--- src/rtl/duty_selector_pkg.sv ---
// Shared types and constants for the duty-code selector.
package duty_selector_pkg;

  localparam int unsigned OpcW = 3;

  localparam logic [OpcW-1:0] MinLevel = 3'd0;
  localparam logic [OpcW-1:0] MaxLevel = 3'd6;

  typedef enum logic [1:0] {
    IDLE    = 2'd0,
    HOLD_UP = 2'd1,
    HOLD_DN = 2'd2,
    LOCK    = 2'd3
  } state_e;

endpackage

--- src/rtl/btn_debounce.sv ---
// Two-flop synchronizer followed by a counting debouncer for one raw pushbutton.
module btn_debounce #(
  parameter int unsigned DebounceCycles = 1000000
) (
  input  logic clk_i,
  input  logic rst_i,
  input  logic btn_i,
  output logic db_o
);

  localparam int unsigned CntW = $clog2(DebounceCycles);

  logic            sync1_q, sync2_q;
  logic            db_q, db_d;
  logic [CntW-1:0] cnt_q, cnt_d;

  // Any agreeing sample restarts the count, so only a run of
  // DebounceCycles mismatching samples flips the debounced state.
  always_comb begin
    db_d  = db_q;
    cnt_d = '0;
    if (sync2_q != db_q) begin
      if (cnt_q == CntW'(DebounceCycles - 1)) db_d = ~db_q;
      else                                    cnt_d = cnt_q + 1'b1;
    end
  end

  always_ff @(posedge clk_i or posedge rst_i) begin
    if (rst_i) begin
      sync1_q <= 1'b0;
      sync2_q <= 1'b0;
      db_q    <= 1'b0;
      cnt_q   <= '0;
    end else begin
      sync1_q <= btn_i;
      sync2_q <= sync1_q;
      db_q    <= db_d;
      cnt_q   <= cnt_d;
    end
  end

  assign db_o = db_q;

endmodule

--- src/rtl/duty_selector.sv ---
// Up/down pushbutton duty-code selector with auto-repeat and both-pressed lockout.
module duty_selector
  import duty_selector_pkg::*;
#(
  parameter int unsigned DebounceCycles = 1000000,
  parameter int unsigned RepeatCycles   = 25000000
) (
  input  logic            clk_i,
  input  logic            rst_i,
  input  logic            btn_up_i,
  input  logic            btn_dn_i,
  output logic [OpcW-1:0] opc_o,
  output logic            chg_o
);

  localparam int unsigned RptW = $clog2(RepeatCycles);

  logic            up_db, dn_db;
  logic            up_prev_q, dn_prev_q;
  logic            up_rise, dn_rise;
  state_e          state_q, state_d;
  logic [RptW-1:0] rpt_q, rpt_d;
  logic [OpcW-1:0] opc_q, opc_d;
  logic            chg_q, chg_d;
  logic            step_up, step_dn;

  btn_debounce #(.DebounceCycles(DebounceCycles)) u_up (
    .clk_i (clk_i),
    .rst_i (rst_i),
    .btn_i (btn_up_i),
    .db_o  (up_db)
  );

  btn_debounce #(.DebounceCycles(DebounceCycles)) u_dn (
    .clk_i (clk_i),
    .rst_i (rst_i),
    .btn_i (btn_dn_i),
    .db_o  (dn_db)
  );

  assign up_rise = up_db & ~up_prev_q;
  assign dn_rise = dn_db & ~dn_prev_q;

  always_comb begin
    state_d = state_q;
    rpt_d   = rpt_q;
    step_up = 1'b0;
    step_dn = 1'b0;
    unique case (state_q)
      IDLE: begin
        if ((up_rise && dn_db) || (dn_rise && up_db)) begin
          state_d = LOCK;
        end else if (up_rise) begin
          step_up = 1'b1;
          state_d = HOLD_UP;
        end else if (dn_rise) begin
          step_dn = 1'b1;
          state_d = HOLD_DN;
        end
      end
      HOLD_UP: begin
        if (!up_db)                               state_d = IDLE;
        else if (dn_db)                           state_d = LOCK;
        else if (rpt_q == RptW'(RepeatCycles - 1)) begin
          rpt_d   = '0;
          step_up = 1'b1;
        end else                                  rpt_d = rpt_q + 1'b1;
      end
      HOLD_DN: begin
        if (!dn_db)                               state_d = IDLE;
        else if (up_db)                           state_d = LOCK;
        else if (rpt_q == RptW'(RepeatCycles - 1)) begin
          rpt_d   = '0;
          step_dn = 1'b1;
        end else                                  rpt_d = rpt_q + 1'b1;
      end
      LOCK: begin
        if (!up_db && !dn_db) state_d = IDLE;
      end
      default: state_d = IDLE;
    endcase
    if (state_d != state_q) rpt_d = '0;
  end

  // Steps at the limits are swallowed, so chg_o only marks real code changes.
  always_comb begin
    opc_d = opc_q;
    if (step_up && (opc_q < MaxLevel))      opc_d = opc_q + 1'b1;
    else if (step_dn && (opc_q > MinLevel)) opc_d = opc_q - 1'b1;
    chg_d = (opc_d != opc_q);
  end

  always_ff @(posedge clk_i or posedge rst_i) begin
    if (rst_i) begin
      state_q   <= IDLE;
      rpt_q     <= '0;
      opc_q     <= MinLevel;
      chg_q     <= 1'b0;
      up_prev_q <= 1'b0;
      dn_prev_q <= 1'b0;
    end else begin
      state_q   <= state_d;
      rpt_q     <= rpt_d;
      opc_q     <= opc_d;
      chg_q     <= chg_d;
      up_prev_q <= up_db;
      dn_prev_q <= dn_db;
    end
  end

  assign opc_o = opc_q;
  assign chg_o = chg_q;

endmodule

--- config.mk ---
export PLATFORM = sky130hd
export DESIGN_NAME = duty_selector
export DESIGN_NICKNAME = d
export VERILOG_FILES = /design/src/rtl/duty_selector_pkg.sv /design/src/rtl/btn_debounce.sv /design/src/rtl/duty_selector.sv
export SDC_FILE = /design/constraint.sdc
export NUM_CORES = 1
export LEC_CHECK = 0
export BUFFER_PORTS_ARGS = -buffer_cell sky130_fd_sc_hd__clkbuf_2
export CAP_MARGIN = 20
export CORE_ASPECT_RATIO = 1.2
export CORE_UTILIZATION = 43
export DETAILED_ROUTE_END_ITERATION = 16
export GPL_TIMING_DRIVEN = 0
export PLACE_DENSITY_LB_ADDON = 0.08
export SLEW_MARGIN = 20
export SYNTH_ARGS = -nofsm -noshare
export SYNTH_HDL_FRONTEND = slang
export SYNTH_HIERARCHICAL = 1
export SYNTH_SLANG_ARGS = --single-unit
--- constraint.sdc ---
create_clock -name clk_i -period 4.6 [get_ports clk_i]
set_input_delay 0 -clock clk_i [delete_from_list [all_inputs] [get_ports clk_i]]
set_output_delay 0 -clock clk_i [all_outputs]
set_load 0.03 [all_outputs]
==> impl_results.md, run 1 <==
- Status: complete, no violations
- Post-synth ARST share: 100.0%
- Die H: approximately 110 microns
- Tot Pwr: around 1.2 mW
- Final Cycle Share: 50.51%
- Power Dens Cells: between 200 and 300 nW/um^2
- Minimum clock period: 2.324 ns
- Buffers added on ports: 7
- CTS Hold Bufs: 3
- Layout area overhead: 9.809%
- Detailed Routing Iterations Pass 1: 4
- Syn Inst Count: 421
- FMAX: roughly 430 MHz
- Worst vdd ir: roughly 0.00015 V
- Overflow after GRT: 0
- Synth area leader: dfrtp_1
- Seq/Total Area, Yosys: 47.84%
- Commonest register cell after synthesis: dfrtp_1
- DRT iter0 DRCs: 110
- WL per Instance: about 14 microns
- Total Wirelength: 8.094 mm
- Crit. End Element: flip-flop
- Synth Area in Compound Gates: 11.60%
- GPL Wtd Cong: 0.7488
- Critical Path RT: 4.85 ns
- Netlist Area Pre-Place: 4133 sq um
- Slew Limit Headroom: 40.59%
- Via count: 3090
- CTS Buffer Depth: 2
- Total CTS buffers: 9
- Avg Inst Size Synth: 9.816 sq um
- Post-Synth Simple-Gate Area: 26.25%
- Initial antenna violation count: 0
- Slew @ Worst Pin: 0.8902 ns
- RSZ-0062 raised after global routing: false
- Floorplan row count: 38
- Post-synth EDFFs: 0
- CTS sink cnt: 79
- Maximum capacitance violations: 0
- Post-CTS setup buffers: 0
- Nets: 452
- Top post-synthesis cells by count: dfrtp_1, nor2_1, nand2_1
- Worst-Skew Late Latency: 0.35 ns
- # DRC: 0
- Synthesized Nets: 431
- Vias per Instance: around 5.4
- Skew final: 0.006112 ns
- Initial Util: between 40% and 50%
- Slew Limit Fails: 0
- Startpoint types: flip-flop
- Seq cells post-synth: 79
- Filler instances: 868
- Setup tns final: 0 ns
- First-pass GRT wire length: 14.66 mm
- Leakage: 1.959 nW
- Yosys Warn Count: 6
- CTS tree: yes
- Crit path kind: reg2reg
- IO Pins: 8
- Adder-cell share of the synthesized area: 1.817%
- DP HPWL: between 5 and 6 mm
- Placed cells: between 500 and 600
- Antenna diodes: 0
- Number of global-route vias before repair: ~3200
- Largest family of logic cells by synthesized area: simple AND/OR/NAND/NOR gates
- Clock slew at reported path FFs: 0.08 ns
- Post-synthesis mux area share: 0.5450%
- XOR/XNOR Fraction of Synth Area: 8.901%
- Netlist cell types: 62
- Antenna viol nets, final: 0
- Fin. Hold Viols: 0
- Layout cell share with drive strength beyond 1: between 10 and 15%
- Hold Path Class: in2reg
- Die Span X: 91.50 microns
- Post-route insts no fill: roughly 570
- Core ar.: 9176 sq um
- Most frequent cell after synthesis: dfrtp_1
- Synth area leaders: dfrtp_1, xor2_1, nor2_1
- Final setup violation count: 0
- Largest net degree at the start of global routing: 34
- Root buf cell: clkbuf_8
- CP max FO: 10
- Crit path DAT: 2.57 ns
- GRT Total Usage: roughly 18%
- H-tree levels: 3
- Top cell type's share of synthesized area: 47.84%
- Post-cts resize count: 0
- Die Area: 10010 sq um
==> area by class of cell <==
class	count	area (sq um)	share of cell area, %
multi-input cells	313	2029	44.72
well taps	120	150.1	3.309
inverters	16	60.06	1.323
clock buffers	12	145.1	3.198
plain buffers	13	66.31	1.461
flip-flops and latches	79	1977	43.56
repair buffers	10	65.06	1.434
clock inverters	4	45.04	0.9926
==> worst paths after layout <==
check | slack, ns | startpoint | to | depth (start not counted)
max | 2.28 | rpt_q[0]$_DFFE_PP0P_ | rpt_q[16]$_DFFE_PP0P_ | 8
min | 0.28 | btn_up_i | u_up/sync1_q$_DFF_PP0_ | 2
max reg2reg | 2.28 | rpt_q[0]$_DFFE_PP0P_ | rpt_q[16]$_DFFE_PP0P_ | 8
min reg2reg | 0.35 | u_dn/sync1_q$_DFF_PP0_ | u_dn/sync2_q$_DFF_PP0_ | 0
max in group asynchronous | 3.63 | rst_i | u_dn/cnt_q[9]$_DFF_PP0_ | 3
min in group asynchronous | 0.33 | rst_i | rpt_q[2]$_DFFE_PP0P_ | 3
==> layout by cell type (no fill, tap or decap), types with 4 or more instances in the layout <==
cell type,count
nand4_1,12
dfrtp_1,79
nor4b_1,5
clkbuf_2,7
inv_1,15
clkbuf_8,10
or3_1,14
buf_2,11
and4_1,9
nor2_1,52
a21oi_1,18
nand2b_1,4
nor3_1,8
xor2_1,27
xnor2_1,15
o31ai_1,5
o21ai_0,22
nand3_1,18
ha_1,6
nand2_1,33
or4_1,4
and3_1,9
==> worst max-delay path, cell delays in order, from the launching register on <==
cell     delay (ns)
dfrtp_1        0.46
ha_1           0.22
and3_1         0.26
nand4_1        0.30
nor3_4         0.34
o21a_1         0.14
buf_4          0.17
o22ai_1        0.10
a22o_1         0.23
==> per-layer routing <==
layer	vias to the layer above	track usage (%)	part of all wire, %
li1	1551	-	-
met1	1500	22.80	47
met2	26	32.01	49
met3	13	2.490	1.6
met4	0	8.617	1.9
met5	-	0	0
==> power by group <==
part	leakage, nW	internal (mW)	switching (mW)
Clock	0.100	0.263	0.245
Combinational	0.769	0.00894	0.0241
Sequential	1.09	0.700	0.00499
==> flip-flops by register name (all words and copies together), names as in the netlist <==
name,flops
chg_o,1
dn_prev_q,1
opc_o,3
rpt_q,25
state_q,2
u_dn/cnt_q,20
u_dn/db_o,1
u_dn/sync1_q,1
u_dn/sync2_q,1
u_up/cnt_q,20
u_up/db_o,1
u_up/sync1_q,1
u_up/sync2_q,1
up_prev_q,1
==> kinds of logic after synthesis <==
logic type,after synthesis
xor+xnor,42
buf+inv,29
simple gates,194
compound gates,69
mux,2
fa+ha+maj,6
flops,79
==> through the flow <==
stage          setup WS (ns)  utilization [%]  hold slack (ns)  area, sq um
5_1_grt                2.033            49.45           0.2883         4538
3_5_place_dp           2.264            47.05           0.1097         4318
6_report               2.276            49.45           0.2838         4538
4_1_cts                2.256            49.45           0.2704         4538
2_1_floorplan          2.588                -         0.001924         4133
3_3_place_gp           2.287            47.05           0.1094         4318
Note: power is estimated with default switching activity, not from simulation.
==> run 2: changes to the inputs <==
clock period = 2.2 ns   (was 4.6 ns; I/O delays follow)
==> impl_results.md, run 2 (synthesized netlist as in run 1, its figures left out) <==
- Placed cells: 548
- CTS Buffer Depth: 2
- GPL Wtd Cong: 0.7488
- Sw power: 573.8 uW
- Largest register by flop count: rpt_q
- Critical path's top delay family: simple AND/OR/NAND/NOR gates
- Final Cycle Share: 98.12%
- DRT iter0 DRCs: 79
- Worst-Skew Late Latency: 0.35 ns
- Number of global-route vias before repair: 3245
- Root buf cell: clkbuf_8
- Hold Crit Depth: 2
- Die H: 109.4 microns
- Maximum capacitance violations: 0
- WL per Instance: 14.19 microns
- CP max FO: 10
- Minimum clock period: around 2.2 ns
- Leakage: a little over 2 nW
- RSZ-0062 raised after global routing: true
- Worst hold start: btn_up_i
- Tot Pwr: 2.607 mW
- Clock power frac: 40.8%
- Die Area: 10010 sq um
- Detailed Routing Iterations Pass 1: 4
- M1 WL: 3.862 mm
- Initial Util: 45.04%
- Total CTS buffers: 9
- Fin. Hold Viols: 0
- Overflow after GRT: 0
- Sequential share of power: 56.5%
- Worst reg2reg endpoint: rpt_q[16]$_DFFE_PP0P_
- Post-route insts no fill: approximately 580
- Total Wirelength: between 8 and 9 mm
- # DRC: 0
- Crit path DAT: approximately 2.4 ns
- Worst vdd ir: between 0.0003 and 0.0004 V
- IO Pins: 8
- Slew Limit Fails: 0
- Crit. End Element: flip-flop
- Gate power share: 2.6%
- Antenna diodes: 0
- Largest net degree at the start of global routing: 34
- Crit-path cells: nand4_2, or4_4, nor3_4, o21a_1, buf_4, o22ai_1, a22o_1
- Floorplan row count: 38
- Status: complete, no violations
- Crit path kind: reg2reg
- Switching share of power: 22.01%
- FMAX: 463.3 MHz
- Highest Signal Layer: met4
- Vias per Instance: between 5 and 6
- Slew @ Worst Pin: 0.8852 ns
- Commonest non-fill, non-tap cells in the layout: dfrtp_1, nor2_1, nand2_1, xor2_1, o21ai_0
- Slowest stage delay, CP: roughly 0.51 ns
- Layout area overhead: 13.02%
- Worst Path Buf+Inv: 1
- GRT Total Usage: 18.40%
- Slew Limit Headroom: 40.92%
- Most common cell after layout, fill and taps aside: dfrtp_1
- Via count: 3131
- H-tree levels: 3
- Nets: 460
- R2R Path Start: rpt_q[14]$_DFFE_PP0P_
- Hold EP: u_up/sync1_q$_DFF_PP0_
- Antenna viol nets, final: 0
- Buffers added on ports: 7
- Die Span X: slightly above 90 microns
- Largest register FFs: 25
- Layout cell share with drive strength beyond 1: approximately 16%
- Pint: about 2 mW
- Worst reg2reg setup slack: around 0.041 ns
- Path depth of the worst reg2reg path: 7
- Power Dens Cells: ~560 nW/um^2
- Clock slew at reported path FFs: 0.08 ns
- Slowest-stage cell, CP: or4_4
- DP HPWL: roughly 5.6 mm
- Startpoint types: flip-flop
- Met3 wire length: 113 microns
- Critical Path RT: 2.45 ns
- Final setup violation count: 0
- Skew final: 0.006628 ns
- First-pass GRT wire length: 14.66 mm
- Core ar.: 9176 sq um
- CTS tree: yes
- Initial antenna violation count: 0
- CTS sink cnt: 79
- Largest regs: rpt_q x25, u_dn/cnt_q x20, u_up/cnt_q x20
- Wire length on met2: 4.040 mm
- Hold Path Class: in2reg
run 2: layout make-up:
| type | count | area (sq um) |
|---|---|---|
| Multi-Input combinational cell | 313 | 2093 |
| Fill cell | 855 | 4506 |
| Sequential cell | 79 | 1981 |
| Clock inverter | 4 | 45.04 |
| Buffer | 13 | 71.32 |
| Tap cell | 120 | 150.1 |
| Inverter | 16 | 60.06 |
| Clock buffer | 12 | 145.1 |
| Timing Repair Buffer | 18 | 125.1 |
run 2: worst max path at each step:
stage	start	end	slack, ns	depth (start not counted)
5_1_grt	rpt_q[12]$_DFFE_PP0P_	rpt_q[16]$_DFFE_PP0P_	-0.04	7
6_report	rpt_q[14]$_DFFE_PP0P_	rpt_q[16]$_DFFE_PP0P_	0.04	7
3_5_place_dp	rpt_q[0]$_DFFE_PP0P_	opc_o[1]$_DFF_PP0_	-0.14	7
4_1_cts	u_up/db_o$_DFFE_PP0P_	rpt_q[16]$_DFFE_PP0P_	0.004	7
2_1_floorplan	rpt_q[0]$_DFFE_PP0P_	opc_o[1]$_DFF_PP0_	0.19	7
3_3_place_gp	rpt_q[0]$_DFFE_PP0P_	opc_o[1]$_DFF_PP0_	-0.11	7
run 2: worst register-to-register path, delay by kind of cell, from the launching register on:
| kind | cells | cell delay [ns] |
|---|---|---|
| AND/OR/NAND/NOR | 3 | 0.99 |
| AO/OA/AOI/OAI | 3 | 0.47 |
| flip-flops | 1 | 0.42 |
| buffers and inverters | 1 | 0.17 |
run 2: stage by stage:
stage	setup TNS [ns]	setup slack [ns]	cell area, sq um	hold slack [ns]	util, %
2_1_floorplan	0	0.1879	4133	0.001924	-
3_3_place_gp	-1.460	-0.1131	4318	0.1094	47.05
3_5_place_dp	-1.864	-0.1357	4318	0.1097	47.05
4_1_cts	0	0.003627	4576	0.2704	49.86
5_1_grt	-0.05118	-0.04260	4671	0.2883	50.90
6_report	0	0.04145	4671	0.2849	50.90
run 2: power groups by stage:
stage	registers (mW)	clock network, mW	logic (mW)
after global routing	1.48	1.16	0.0822
final	1.47	1.06	0.0689
after floorplan	1.50	0	0.0489
after global placement	1.50	0	0.0694
after detailed placement	1.50	0	0.0686
after CTS	1.47	1.10	0.0733
run 2: routing by layer:
| layer | vias up | global-route usage [%] |
|---|---|---|
| met5 | - | 0 |
| met4 | 0 | 8.617 |
| met3 | 11 | 2.490 |
| met2 | 18 | 32.01 |
| met1 | 1533 | 22.76 |
| li1 | 1569 | - |
run 2: repair_timing:
action                     CTS  global route
buffers inserted             3             5
hold endpoints to repair    81             0
gates resized for setup      3            15
hold buffers                 3             0
setup endpoints to repair   20            25
pin swaps                    2             5
